File: src/rtl/alu_op_sequencer_if.sv
// Request, ALU-pin and response bundle between the op sequencer (master) and its
// surroundings (slave: requester, combinational ALU and response consumer).
interface alu_op_sequencer_if #(
   parameter int N = 16,
   parameter int M = 4
);
   logic         req_valid;
   logic         req_ready;
   logic [M-1:0] req_mode;
   logic [N-1:0] req_a;
   logic [N-1:0] req_b;
   logic         req_cin;
   logic         req_chain;

   logic [N-1:0] alu_a;
   logic [N-1:0] alu_b;
   logic         alu_cin;
   logic [M-1:0] alu_mode;
   logic [N-1:0] alu_y;
   logic         alu_cout;
   logic         alu_ovf;

   logic         rsp_valid;
   logic         rsp_ready;
   logic [N-1:0] rsp_y;
   logic         rsp_cout;
   logic         rsp_ovf;

   modport master (
      input  req_valid, req_mode, req_a, req_b, req_cin, req_chain,
      input  alu_y, alu_cout, alu_ovf,
      input  rsp_ready,
      output req_ready,
      output alu_a, alu_b, alu_cin, alu_mode,
      output rsp_valid, rsp_y, rsp_cout, rsp_ovf
   );

   modport slave (
      output req_valid, req_mode, req_a, req_b, req_cin, req_chain,
      output alu_y, alu_cout, alu_ovf,
      output rsp_ready,
      input  req_ready,
      input  alu_a, alu_b, alu_cin, alu_mode,
      input  rsp_valid, rsp_y, rsp_cout, rsp_ovf
   );
endinterface

File: src/rtl/alu_op_sequencer.sv
// ALU op sequencer: response 2 clocks after accept, one op in flight; req_ready stays low
// until the response retires. Sticky carry/overflow flags via ALU_OP_SEQUENCER_STICKY_FLAGS_EN.
module alu_op_sequencer #(
   parameter int N = 16,
   parameter int M = 4
) (
   input  logic               clk,
   input  logic               rst_n,
   alu_op_sequencer_if.master bus,
`ifdef ALU_OP_SEQUENCER_STICKY_FLAGS_EN
   input  logic               flag_clr,
   output logic               sticky_cout,
   output logic               sticky_ovf,
`endif
   output logic               busy
);

   typedef enum logic [1:0] {
      S_IDLE = 2'd0,
      S_EXEC = 2'd1,
      S_RESP = 2'd2
   } state_t;

   state_t       r_state;
   state_t       w_next_state;
   logic         w_accept;
   logic         w_retire;

   logic [N-1:0] r_acc;
   logic [N-1:0] r_alu_a;
   logic [N-1:0] r_alu_b;
   logic         r_alu_cin;
   logic [M-1:0] r_alu_mode;

   logic         r_rsp_valid;
   logic [N-1:0] r_rsp_y;
   logic         r_rsp_cout;
   logic         r_rsp_ovf;

   assign w_accept = (r_state == S_IDLE) && bus.req_valid;
   assign w_retire = (r_state == S_RESP) && r_rsp_valid && bus.rsp_ready;

   always_ff @(posedge clk or negedge rst_n) begin
      if (!rst_n) begin
         r_state <= S_IDLE;
      end else begin
         r_state <= w_next_state;
      end
   end

   always_comb begin
      w_next_state = r_state;
      case (r_state)
         S_IDLE:  if (w_accept) w_next_state = S_EXEC;
         S_EXEC:  w_next_state = S_RESP;
         S_RESP:  if (w_retire) w_next_state = S_IDLE;
         default: w_next_state = S_IDLE;
      endcase
   end

   // ALU pins only move on accept, so the ALU sees a stable operand set otherwise.
   always_ff @(posedge clk or negedge rst_n) begin
      if (!rst_n) begin
         r_alu_a    <= '0;
         r_alu_b    <= '0;
         r_alu_cin  <= 1'b0;
         r_alu_mode <= '0;
      end else if (w_accept) begin
         r_alu_a    <= bus.req_chain ? r_acc : bus.req_a;
         r_alu_b    <= bus.req_b;
         r_alu_cin  <= bus.req_cin;
         r_alu_mode <= bus.req_mode;
      end
   end

   always_ff @(posedge clk or negedge rst_n) begin
      if (!rst_n) begin
         r_acc       <= '0;
         r_rsp_valid <= 1'b0;
         r_rsp_y     <= '0;
         r_rsp_cout  <= 1'b0;
         r_rsp_ovf   <= 1'b0;
      end else if (r_state == S_EXEC) begin
         r_acc       <= bus.alu_y;
         r_rsp_valid <= 1'b1;
         r_rsp_y     <= bus.alu_y;
         r_rsp_cout  <= bus.alu_cout;
         r_rsp_ovf   <= bus.alu_ovf;
      end else if (w_retire) begin
         r_rsp_valid <= 1'b0;
      end
   end

`ifdef ALU_OP_SEQUENCER_STICKY_FLAGS_EN
   logic r_sticky_cout;
   logic r_sticky_ovf;

   // A flag raised on the same edge as a clear survives the clear.
   always_ff @(posedge clk or negedge rst_n) begin
      if (!rst_n) begin
         r_sticky_cout <= 1'b0;
         r_sticky_ovf  <= 1'b0;
      end else if (r_state == S_EXEC) begin
         r_sticky_cout <= (r_sticky_cout & ~flag_clr) | bus.alu_cout;
         r_sticky_ovf  <= (r_sticky_ovf  & ~flag_clr) | bus.alu_ovf;
      end else if (flag_clr) begin
         r_sticky_cout <= 1'b0;
         r_sticky_ovf  <= 1'b0;
      end
   end

   assign sticky_cout = r_sticky_cout;
   assign sticky_ovf  = r_sticky_ovf;
`endif

   assign bus.req_ready = (r_state == S_IDLE);
   assign bus.alu_a     = r_alu_a;
   assign bus.alu_b     = r_alu_b;
   assign bus.alu_cin   = r_alu_cin;
   assign bus.alu_mode  = r_alu_mode;
   assign bus.rsp_valid = r_rsp_valid;
   assign bus.rsp_y     = r_rsp_y;
   assign bus.rsp_cout  = r_rsp_cout;
   assign bus.rsp_ovf   = r_rsp_ovf;
   assign busy          = (r_state != S_IDLE);

endmodule
File: src/flat_wrapper.sv
// flat-port wrapper written by rule: the top's interface ports become plain ports
module alu_op_sequencer_flat 
#(
   parameter int N = 16,
   parameter int M = 4
)
  (clk, rst_n, busy, bus_req_valid, bus_req_mode, bus_req_a, bus_req_b, bus_req_cin, bus_req_chain, bus_alu_y, bus_alu_cout, bus_alu_ovf, bus_rsp_ready, bus_req_ready, bus_alu_a, bus_alu_b, bus_alu_cin, bus_alu_mode, bus_rsp_valid, bus_rsp_y, bus_rsp_cout, bus_rsp_ovf);
  alu_op_sequencer_if #(.N(N), .M(M)) bus_i ();
  input  logic clk;
  input  logic rst_n;
  output logic busy;
  input wire logic [$bits(bus_i.req_valid)-1:0] bus_req_valid;
  input wire logic [$bits(bus_i.req_mode)-1:0] bus_req_mode;
  input wire logic [$bits(bus_i.req_a)-1:0] bus_req_a;
  input wire logic [$bits(bus_i.req_b)-1:0] bus_req_b;
  input wire logic [$bits(bus_i.req_cin)-1:0] bus_req_cin;
  input wire logic [$bits(bus_i.req_chain)-1:0] bus_req_chain;
  input wire logic [$bits(bus_i.alu_y)-1:0] bus_alu_y;
  input wire logic [$bits(bus_i.alu_cout)-1:0] bus_alu_cout;
  input wire logic [$bits(bus_i.alu_ovf)-1:0] bus_alu_ovf;
  input wire logic [$bits(bus_i.rsp_ready)-1:0] bus_rsp_ready;
  output wire logic [$bits(bus_i.req_ready)-1:0] bus_req_ready;
  output wire logic [$bits(bus_i.alu_a)-1:0] bus_alu_a;
  output wire logic [$bits(bus_i.alu_b)-1:0] bus_alu_b;
  output wire logic [$bits(bus_i.alu_cin)-1:0] bus_alu_cin;
  output wire logic [$bits(bus_i.alu_mode)-1:0] bus_alu_mode;
  output wire logic [$bits(bus_i.rsp_valid)-1:0] bus_rsp_valid;
  output wire logic [$bits(bus_i.rsp_y)-1:0] bus_rsp_y;
  output wire logic [$bits(bus_i.rsp_cout)-1:0] bus_rsp_cout;
  output wire logic [$bits(bus_i.rsp_ovf)-1:0] bus_rsp_ovf;
  assign bus_i.req_valid = bus_req_valid;
  assign bus_i.req_mode = bus_req_mode;
  assign bus_i.req_a = bus_req_a;
  assign bus_i.req_b = bus_req_b;
  assign bus_i.req_cin = bus_req_cin;
  assign bus_i.req_chain = bus_req_chain;
  assign bus_i.alu_y = bus_alu_y;
  assign bus_i.alu_cout = bus_alu_cout;
  assign bus_i.alu_ovf = bus_alu_ovf;
  assign bus_i.rsp_ready = bus_rsp_ready;
  assign bus_req_ready = bus_i.req_ready;
  assign bus_alu_a = bus_i.alu_a;
  assign bus_alu_b = bus_i.alu_b;
  assign bus_alu_cin = bus_i.alu_cin;
  assign bus_alu_mode = bus_i.alu_mode;
  assign bus_rsp_valid = bus_i.rsp_valid;
  assign bus_rsp_y = bus_i.rsp_y;
  assign bus_rsp_cout = bus_i.rsp_cout;
  assign bus_rsp_ovf = bus_i.rsp_ovf;
  alu_op_sequencer #(.N(N), .M(M)) u_core (.clk(clk), .rst_n(rst_n), .bus(bus_i), .busy(busy));
endmodule
File: config.mk
export PLATFORM = sky130hd
export DESIGN_NAME = alu_op_sequencer_flat
export DESIGN_NICKNAME = d
export VERILOG_FILES = /design/src/rtl/alu_op_sequencer_if.sv /design/src/rtl/alu_op_sequencer.sv /design/src/flat_wrapper.sv
export SDC_FILE = /design/constraint.sdc
export NUM_CORES = 1
export LEC_CHECK = 0
export CAP_MARGIN = 20
export CORE_ASPECT_RATIO = 1.4
export CORE_MARGIN = 2
export CORE_UTILIZATION = 29
export DETAILED_ROUTE_END_ITERATION = 8
export GPL_TIMING_DRIVEN = 0
export PLACE_DENSITY = 0.55
export SETUP_SLACK_MARGIN = 0.15
export SLEW_MARGIN = 20
export SYNTH_ARGS = -nofsm -noshare
export SYNTH_HDL_FRONTEND = slang
export SYNTH_SLANG_ARGS = --single-unit
export TNS_END_PERCENT = 10
File: constraint.sdc
create_clock -name clk -period 3.7 [get_ports clk]
set_clock_uncertainty 0.15 [all_clocks]
set_input_delay 0.37 -clock clk [delete_from_list [all_inputs] [get_ports clk]]
set_output_delay 0.37 -clock clk [all_outputs]
set_load 0.05 [all_outputs]
Yosys cells after proc, flatten, opt, wreduce, memory -nomap -nowiden --
Index checks and enable logic that the tools add are counted. W data, S select, Z words.
Storage, ports and cells: output and inout port bits 58, logic and storage cells 26, flip-flop bits (word level) 58, input bits 60
Cells by class: eq/ne operators 4, reduce and logical (&&, ||, !) cells 7, muxes and demuxes 6
Operators by type and width (count):
- $mux W16 | 1
- $pmux W2 S3 | 1
- $mux W2 | 2
- $ne A2 B1 Y1 const B | 2
- $reduce_bool A2 Y1 | 2
- $logic_and A1 B1 Y1 | 3
- $eq A2 B1 Y1 const B | 1
- $eq A2 B2 Y1 const B | 1
- $logic_not A2 Y1 | 1
- $mux W1 | 2
- $reduce_and A2 Y1 | 1

Longest topological paths before layout --
Gate-level depths: netlist of run 1.
word-level depth 5, depth in mapped cells 4, depth with buffers taken out 2

Least setup slack after synthesis of run 1 --
OpenSTA, ideal clock, no wires.
kind reg2out, start register u_core.r_state[0], end output port bus_req_ready, data required time 3.180 ns, data arrival time 1.193 ns, buffers on the path 0, stages on the path, launching flop included 3, path slack 1.987 ns, path through dfrtp_1 -> or2_2 -> inv_1
Between the ends: word-level cells in the longest chain between the ends 1
Ends and longest elaborated chain:
- start, declared | RTL line alu_op_sequencer.sv:24 | state_t r_state;
- start signal, assigned | RTL line alu_op_sequencer.sv:47 | r_state <= w_next_state;
- $logic_not A2 Y1 | RTL line alu_op_sequencer.sv:116 | assign bus.req_ready = (r_state == S_IDLE);
- end, declared | RTL line flat_wrapper.sv:22 | output wire logic [$bits(bus_i.req_ready)-1:0] bus_req_ready;
No other way between the ends.

Worst setup path in the final report of run 1 --
start register u_core.r_state[1], end output port bus_req_ready
Same word-level chain as after synthesis.

==> results.txt, run 1 <==
Status -> finished clean
Pre-antenna DRT Iters -> 2
Post-Syn Nets -> 207
Post-Synthesis Cell Area -> 2594 um2
Synth Register Bits -> 58
DR vias -> 1,652
Clk pin slew, worst setup/hold paths -> 0.05 ns
Io pins -> 118
First-pass GRT wire length -> 10.03 mm
Initial Util -> 0.2996
TNS Setup -> 0 ns
Routed WL -> 6.325 mm
Fin area -> 4185 um2
H-tree depth -> 3
Iteration-0 DRC count of the detailed router -> 36
Buffers on Ports -> 116
MaxCap Viol Count -> 0
Clk sink count -> 58
P_leak -> 0.001829 uW
Diodes inserted -> 0
Slew Viols, Final -> 0
Die footprint -> 9727 um2
Total track usage -> 0.1365
Final nets -> 336
Pin count of the biggest net entering global routing -> 34
Critical R2R Launch -> u_core.r_state[1]
Initial antenna violation count -> 0
Crit path depth -> 3
Post-synthesis cell count -> 147
RSZ-0062 raised after global routing -> no
CTS buffer count -> 9
CP cell instances -> or2_2 -> inv_1 -> clkdlybuf4s50_1
Row count -> 40
Worst-path maximum fanout -> 6
Core area -> 8658 um2
Final worst-path cycle share -> 0.6544
Antenna-violating nets left -> 0
Worst R2R Path Depth -> 4
Top delay family on crit path -> buffers and inverters
M2 GR Usage -> 0.2320
Hold Crit Class -> input port to flop
WS Path Type -> flop to output pin
Root buf cell -> clkbuf_16
Area growth from synthesis to layout -> 61.36%
Yosys warnings -> 0
Sequential area share after synthesis -> 0.5596
Slowest stage delay, CP -> 0.79 ns
CP Capture Type -> output pin
Die Y-Extent -> 115.9 um
Buf+Inv Stages, Crit Path -> 2
CTS tree -> done
Reg2reg setup slack -> 2.07 ns
Final setup fails -> 0
Yosys cell types -> 14
Peak supply drop -> 0.0006777 V
Gr ovfl total -> 0
M1 GR Usage -> 0.1599
Commonest non-fill, non-tap cell in the layout -> clkdlybuf4s50_1
CP endpoint -> bus_req_ready
CP max stage cell -> clkdlybuf4s50_1
WL per Instance -> 16.43 um
GPL Wtd Cong -> 0.6780
# fillers -> 780
Tmin final -> 2.421 ns
Hold Vio Cnt, Final -> 0
Die width -> 83.93 um
Vias in the first global route -> 1,832
Fmax -> 413.0 MHz
Layout cells sized above 1 -> 0.3464
Capturing point of the worst reg2reg path -> u_core.bus.alu_b[3]
Syn Area/Cell -> 17.64 um2
Vias/cell -> 4.291
CP arrival -> 1.90 ns
Startpoint type of the worst setup path -> flop
Most frequent cells in the layout -> 115 x clkdlybuf4s50_1, 58 x dfrtp_1, 47 x mux2_4
Worst endpoint required time -> 3.18 ns
Worst Setup SP -> u_core.r_state[1]
Met3 Usage GRT -> 0.03917
Worst Tran Pin Value -> 0.5500 ns
Placed cell areas -> 3904 um2
Power per cell area -> 1105 nW/um2
Slew margin rel. -> 0.6322
GR peak layer -> met2
Dpl hpwl -> 4.643 mm
Clock buffer depth -> 2
# DRC -> 0
Later-pin clock latency in the skew report -> 0.32 ns
[worst min-delay path by stage]
stage | start | cells after the start | endpoint
after detailed placement | rst_n | 1 | u_core.bus.alu_b[13]
after CTS | bus_req_chain | 3 | u_core.bus.alu_a[0]
after floorplan | rst_n | 0 | u_core.bus.alu_a[0]
after global placement | u_core.bus.alu_b[15] | 1 | u_core.bus.alu_b[15]
after global routing | bus_req_chain | 3 | u_core.bus.alu_a[3]
final | bus_req_chain | 3 | u_core.bus.alu_a[0]
[sequential cells by signal (all words and copies together) (netlist names)]
name                  count
u_core.bus.rsp_cout       1
u_core.bus.alu_b         16
u_core.r_acc             16
u_core.bus.rsp_valid      1
u_core.bus.alu_a         16
u_core.r_state            2
u_core.bus.alu_mode       4
u_core.bus.alu_cin        1
u_core.bus.rsp_ovf        1
[where the power goes]
part	total [uW]	switching (uW)	internal (uW)
Sequential	1170	210	963
Clock	748	266	481
Combinational	2710	1560	1140
Total	4630	2040	2590
[metrics by stage]
step                instances  utilization  hold WS, ns  power [uW]  worst slack, ns
global route              385       0.4834       0.3514        4832            1.214
CTS                       385       0.4834       0.3290        4690            1.261
finish                    385       0.4834       0.3362        4626            1.279
global placement          368       0.4488       0.3407        3887          0.08795
floorplan                 147            -     -0.07559        3016            1.987
detailed placement        369       0.4509       0.1598        3902            1.606
[cell type report]
cell class,instances,area (um2),share of cell area
plain buffers,8,100.1,0.02392
clock buffers,12,256.5,0.06129
clock inverters,3,15.01,0.003587
inverters,2,7.507,0.001794
multi-input cells,79,1035,0.2472
flip-flops and latches,58,1451,0.3468
well taps,105,131.4,0.03139
repair buffers,118,1189,0.2840
[metal layers]
layer,vias up,wire length [um]
li1,774,-
met5,-,0
met2,65,3265
met3,8,389
met1,805,2576
met4,0,93
[logic make-up after synthesis]
family / share of synthesized area
muxes: 0.3763
DFF: 0.5596
buffers and inverters: 0.04148
and+or+nand+nor: 0.01351
AOI/OAI and AO/OA: 0.009168
[worst min-delay path, cell delays in order]
cell and delay (ns):
buf_6 0.12, mux2_2 0.15, mux2_2 0.13
[Yosys cell counts (all sizes together)]
| master | number | area [um2] |
|---|---|---|
| a21o | 1 | 7.510 |
| a21boi | 1 | 7.510 |
| inv | 2 | 7.510 |
| nor3b | 1 | 12.51 |
| mux2 | 71 | 975.9 |
| buf | 8 | 100.1 |
| or2 | 1 | 6.260 |
| dfrtp | 58 | 1451 |
| nand2 | 1 | 3.750 |
| nor2b | 2 | 12.51 |
| a2bb2oi | 1 | 8.760 |
[what timing repair did]
action | 4_1_cts | 5_1_grt
hold endpoints to repair | 25 | 0
gates resized for setup | 0 | 0
setup buffers | 0 | 0
setup endpoints to repair | 0 | 0
hold buffers | 1 | 0
Note: power is estimated with default switching activity, not from simulation.
==> run 2, diff against run 1 <==
Settings changed: PLACE_DENSITY 0.55 to 0.58.
Clock period 3.7 ns to 2.2 ns, I/O delays scaled along.
==> run 2 against run 1 <==
Non-clock buffer count stayed put. Via count is 2.1% higher. Core utilization is 0.27 points higher. Final area is 0.57% higher. Largest power group unchanged. Highest routed layer unchanged. Total power is 69% higher.
==> results.txt, run 2 (synthesized netlist as in run 1, its figures left out) <==
DR vias -> 1,686 (+2.1%)
Sw Share -> 0.4328 (-0.008016)
Combinational Power Share -> 0.578 (-0.007)
Iteration-0 DRC count of the detailed router -> 31 (-14%)
CTS tree -> done
Post-Route Utilization -> 0.4861 (+0.002745)
Row count -> 40 (unchanged)
Clk sink count -> 58 (unchanged)
Power per cell area -> 1856 nW/um2 (+68%)
Peak supply drop -> 0.0009549 V (+41%)
Final worst slack -> 0.2148 ns (-1.064 ns)
Diodes inserted -> 0 (unchanged)
Pre-antenna DRT Iters -> 2 (unchanged)
Reg power frac -> 0.251 (-0.003)
Vias/cell -> 4.379 (+2.1%)
CP cell instances -> or2_2 -> inv_1 -> dlygate4sd2_1
H-tree depth -> 3 (unchanged)
Die Y-Extent -> 115.9 um (unchanged)
Io pins -> 118 (unchanged)
Layout cells sized above 1 -> 0.3429 (-0.003571)
Placed cell areas -> 3911 um2 (+0.19%)
Area growth from synthesis to layout -> 62.28%
Most frequent cells in the layout -> 113 x clkdlybuf4s50_1, 58 x dfrtp_1, 47 x mux2_4
Hold Crit Class -> input port to async pin
Clk pin slew, worst setup/hold paths -> 0.05 ns (about the same)
Clock power frac -> 0.171 (+0.009)
Initial Util -> 0.2996 (unchanged)
WL per Instance -> 15.72 um (-4.3%)
Post-CTS Setup Repair Bufs -> 0 (unchanged)
Dpl hpwl -> 4.275 mm (-7.9%)
Die width -> 83.93 um (unchanged)
Final setup fails -> 0 (unchanged)
# DRC -> 0 (unchanged)
MaxCap Viol Count -> 0 (unchanged)
Routed WL -> 6.052 mm (-4.3%)
Total track usage -> 0.1309 (-0.005615)
P_leak -> 0.001847 uW (+0.98%)
Slowest stage delay, CP -> 0.52 ns (-0.27 ns)
Sw power -> 3380 uW (+66%)
Clock buffer depth -> 2 (unchanged)
CP max stage cell -> dlygate4sd2_1
CP arrival -> 1.62 ns (-0.28 ns)
Fin area -> 4209 um2 (+0.57%)
Worst-path maximum fanout -> 5 (-1)
Vias in the first global route -> 1,872 (+2.2%)
RSZ-0062 raised after global routing -> no
Tmin final -> 1.985 ns
Internal power -> 4430 uW (+71%)
Startpoint type of the worst setup path -> flop
Final nets -> 336 (unchanged)
Gr ovfl total -> 0 (unchanged)
CP Capture Type -> output pin
WS Path Type -> flop to output pin
Slew Viols, Final -> 0 (unchanged)
Root buf cell -> clkbuf_16
Worst endpoint required time -> 1.83 ns (-1.35 ns)
Antenna-violating nets left -> 0 (unchanged)
Top delay family on crit path -> buffers and inverters
Later-pin clock latency in the skew report -> 0.32 ns (about the same)
CTS buffer count -> 9 (unchanged)
Status -> finished clean
Hold Vio Cnt, Final -> 0 (unchanged)
Initial antenna violation count -> 0 (unchanged)
Fmax -> 503.7 MHz
Place WS -> 0.2613 ns (-1.345 ns)
Core area -> 8658 um2 (unchanged)
Final worst-path cycle share -> 0.9024
Worst Tran Pin Value -> 0.5569 ns (+0.006891 ns)
Commonest non-fill, non-tap cell in the layout -> clkdlybuf4s50_1
Pwr Total -> 7811 uW (+69%)
Slew margin rel. -> 0.6276 (-0.004608)
GPL Wtd Cong -> 0.7133 (+5.2%)
First-pass GRT wire length -> 9.715 mm (-3.2%)
Buffers on Ports -> 116 (unchanged)
Pin count of the biggest net entering global routing -> 55 (+62%)
Die footprint -> 9727 um2 (unchanged)
Buf+Inv Stages, Crit Path -> 2 (unchanged)
run 2: cell count changes in the layout (fill, tap and decap cells not counted):
cell and delta:
clkinv_2 -1, clkdlybuf4s50_1 -2, clkbuf_1 +1, dlygate4sd2_1 +1, buf_16 +1, clkbuf_8 -1
dlymetal6s2s_1 +1, bufinv_16 +1, buf_12 -1
run 2: timing repair:
item / in CTS / in global routing
endpoints found under the setup margin: 2 / 2
hold buffers: 1 / 0
endpoints found under the hold margin: 58 / 0
gates resized for setup: 1 / 1
run 2: final timing paths:
| check | end | startpoint | cells past startpoint | slack, ns |
|---|---|---|---|---|
| max | bus_req_ready | u_core.r_state[0] | 3 | 0.21 |
| min | u_core.bus.alu_b[6] | rst_n | 2 | 0.11 |
| max reg2reg | u_core.bus.alu_mode[2] | u_core.r_state[0] | 4 | 0.61 |
| min reg2reg | u_core.bus.alu_cin | u_core.bus.alu_cin | 1 | 0.35 |
| max in group asynchronous | u_core.bus.alu_b[9] | rst_n | 3 | 1.33 |
| min in group clk | u_core.bus.alu_a[0] | bus_req_chain | 3 | 0.18 |
run 2: layout make-up:
type / instances / area [um2]
Multi-Input combinational cell: 79 / 1035
Fill cell: 759 / 4449
Tap cell: 105 / 131.4
Timing Repair Buffer: 118 / 1197
Sequential cell: 58 / 1451
Clock inverter: 3 / 40.04
Buffer: 8 / 100.1
Clock buffer: 12 / 246.5
Inverter: 2 / 7.507
run 2: power groups by stage:
stage               registers, uW  logic, uW  clock network (uW)
floorplan                    3800       1270                   0
global placement             1950       4550                   0
detailed placement           1970       4580                   0
CTS                          1970       4580                1390
global route                 2040       4690                1430
finish                       1960       4520                1340
run 2: worst reg2reg max path, cell delays in order, from the launching register on:
cell and delay [ns]:
dfrtp_1 0.41, nor3b_2 0.24, buf_6 0.21, buf_12 0.16, mux2_4 0.30
run 2: layer usage:
metal	GRT usage	part of all wire	wire length, um
met5	0	0	0
met2	0.2192	0.51	3099
met4	0.07419	0.025	153
met1	0.1565	0.41	2499
met3	0.02849	0.050	300
run 2: through the flow:
step           instances  TNS, ns  hold slack, ns
2_1_floorplan        147        0         -0.2256
3_5_place_dp         369        0         -0.1130
6_report             385        0          0.1052
4_1_cts              385        0         0.08973
5_1_grt              385        0          0.1151
3_3_place_gp         368   -72.23          0.3382
==> run 3, diff against run 2 <==
Settings changed: HOLD_SLACK_MARGIN set to 0.1, MAX_ROUTING_LAYER set to met4, PLACE_DENSITY 0.58 to 0.55.
Clock period 2.2 ns to 2.1 ns, I/O delays scaled along.
==> run 3 against run 2 <==
Via count fell by 1.8%. Sequential power increased by 6%. Total power increased by 4.2%. Core utilization fell by 0.35 points. Clock power barely moved. Flip-flop and latch count unchanged. Sequential share of layout area is 0.25 points higher.
==> results.txt, run 3 (synthesized netlist as in run 1, its figures left out) <==
Slew margin rel. -> 0.6316 (+0.004002)
Tmin final -> 1.901 ns
Initial antenna violation count -> 0 (unchanged)
WS Path Type -> flop to output pin
Slew Viols, Final -> 0 (unchanged)
Antenna-violating nets left -> 0 (unchanged)
MaxCap Viol Count -> 0 (unchanged)
Buf+Inv Stages, Crit Path -> 1 (-1)
Io pins -> 118 (unchanged)
Initial Util -> 0.2996 (unchanged)
Power per cell area -> 1947 nW/um2 (+4.9%)
Routed WL -> 6.337 mm (+4.7%)
Layout cells sized above 1 -> 0.3500 (+0.007143)
CTS buffer count -> 9 (unchanged)
Dpl hpwl -> 4.643 mm (+8.6%)
Area growth from synthesis to layout -> 61.12%
Final nets -> 336 (unchanged)
Commonest non-fill, non-tap cell in the layout -> clkdlybuf4s50_1
Place WS -> 0.1665 ns (-0.09483 ns)
Hold Vio Cnt, Final -> 0 (unchanged)
Fmax -> 526.0 MHz
CTS tree -> done
Clk sink count -> 58 (unchanged)
RSZ-0062 raised after global routing -> yes
Root buf cell -> clkbuf_16
Sequential Area -> 1451 um2 (unchanged)
Row count -> 40 (unchanged)
First-pass GRT wire length -> 10.01 mm (+3.0%)
Worst-path maximum fanout -> 4 (-1)
WL per Instance -> 16.46 um (+4.7%)
Final worst-path cycle share -> 0.9053
Pre-antenna DRT Iters -> 3 (+1)
Buffers on Ports -> 116 (unchanged)
Total track usage -> 0.1414 (+0.01045)
Final worst slack -> 0.1989 ns (-0.01594 ns)
Diodes inserted -> 0 (unchanged)
Slowest stage delay, CP -> 0.83 ns (+0.31 ns)
Iteration-0 DRC count of the detailed router -> 38 (+23%)
Reg2reg setup slack -> 0.46 ns (-0.15 ns)
Pin count of the biggest net entering global routing -> 34 (-38%)
Multi-input logic area -> 1035 um2 (unchanged)
Worst Tran Pin Value -> 0.5509 ns (-0.005985 ns)
Clk pin slew, worst setup/hold paths -> 0.05 ns (about the same)
Worst endpoint required time -> 1.74 ns (-0.09 ns)
Core area -> 8658 um2 (unchanged)
Vias/cell -> 4.299 (-1.8%)
CP arrival -> 1.54 ns (-0.08 ns)
Peak supply drop -> 0.001120 V (+17%)
Most frequent cells in the layout -> 113 x clkdlybuf4s50_1, 58 x dfrtp_1, 47 x mux2_4
Vias in the first global route -> 1,831 (-2.2%)
Die width -> 83.93 um (unchanged)
Gr ovfl total -> 0 (unchanged)
GPL Wtd Cong -> 0.6849 (-4.0%)
Startpoint type of the worst setup path -> flop
DR vias -> 1,655 (-1.8%)
Pwr Total -> 8135 uW (+4.2%)
CP Capture Type -> output pin
Later-pin clock latency in the skew report -> 0.32 ns (about the same)
Die Y-Extent -> 115.9 um (unchanged)
Status -> finished clean
# fillers -> 782 (+3.0%)
# DRC -> 0 (unchanged)
Clock buffer depth -> 2 (unchanged)
H-tree depth -> 3 (unchanged)
Die footprint -> 9727 um2 (unchanged)
CP cell instances -> clkdlybuf4s50_1
Top delay family on crit path -> buffers and inverters
P_leak -> 0.001831 uW (-0.89%)
TNS Setup -> 0 ns (unchanged)
Final setup fails -> 0 (unchanged)
CP max stage cell -> clkdlybuf4s50_1
Hold Crit Class -> input port to flop
==> run 3: routing by layer <==
metal  vias up  share of wire  GRT usage
li1        774              -          -
met1       809           0.42     0.1649
met2        65           0.52     0.2320
met3         7          0.049    0.03846
met4         0          0.013    0.05806
met5         -              0          -
==> run 3: final timing paths <==
path                                       from                  end  depth (start not counted)
setup / recovery           u_core.bus.rsp_valid        bus_rsp_valid                          1
hold / removal                    bus_req_chain  u_core.bus.alu_a[0]                          3
setup reg to reg              u_core.r_state[1]  u_core.bus.alu_b[3]                          4
hold reg to reg             u_core.bus.alu_a[4]  u_core.bus.alu_a[4]                          1
max in group asynchronous                 rst_n     u_core.r_acc[13]                          3
min in group asynchronous                 rst_n   u_core.bus.alu_cin                          2
==> run 3: cell type report <==
cell class	count	share of cell area
Clock buffer	12	0.06138
Sequential cell	58	0.3473
Timing Repair Buffer	118	0.2829
Multi-Input combinational cell	79	0.2476
Tap cell	105	0.03144
Inverter	2	0.001796
Clock inverter	3	0.003593
Buffer	8	0.02395
==> run 3: metrics by stage <==
stage          area [um2]  instances  utilization  hold WS [ns]
2_1_floorplan        2594        147            -       -0.2356
3_3_place_gp         3886        368       0.4488        0.3407
3_5_place_dp         3904        369       0.4509    -0.0002347
4_1_cts              4183        385       0.4831        0.1690
5_1_grt              4179        385       0.4827        0.1871
6_report             4179        385       0.4827        0.1710
==> run 3: timing repair <==
action,CTS,global route
endpoints found under the hold margin,58,0
setup endpoints to repair,2,2
hold buffers,1,0
setup buffers,0,0
gates resized for setup,2,2
==> run 3: power by group <==
| part | switching (uW) | internal (uW) |
|---|---|---|
| registers | 372 | 1700 |
| clock network | 470 | 848 |
| logic | 2750 | 2000 |
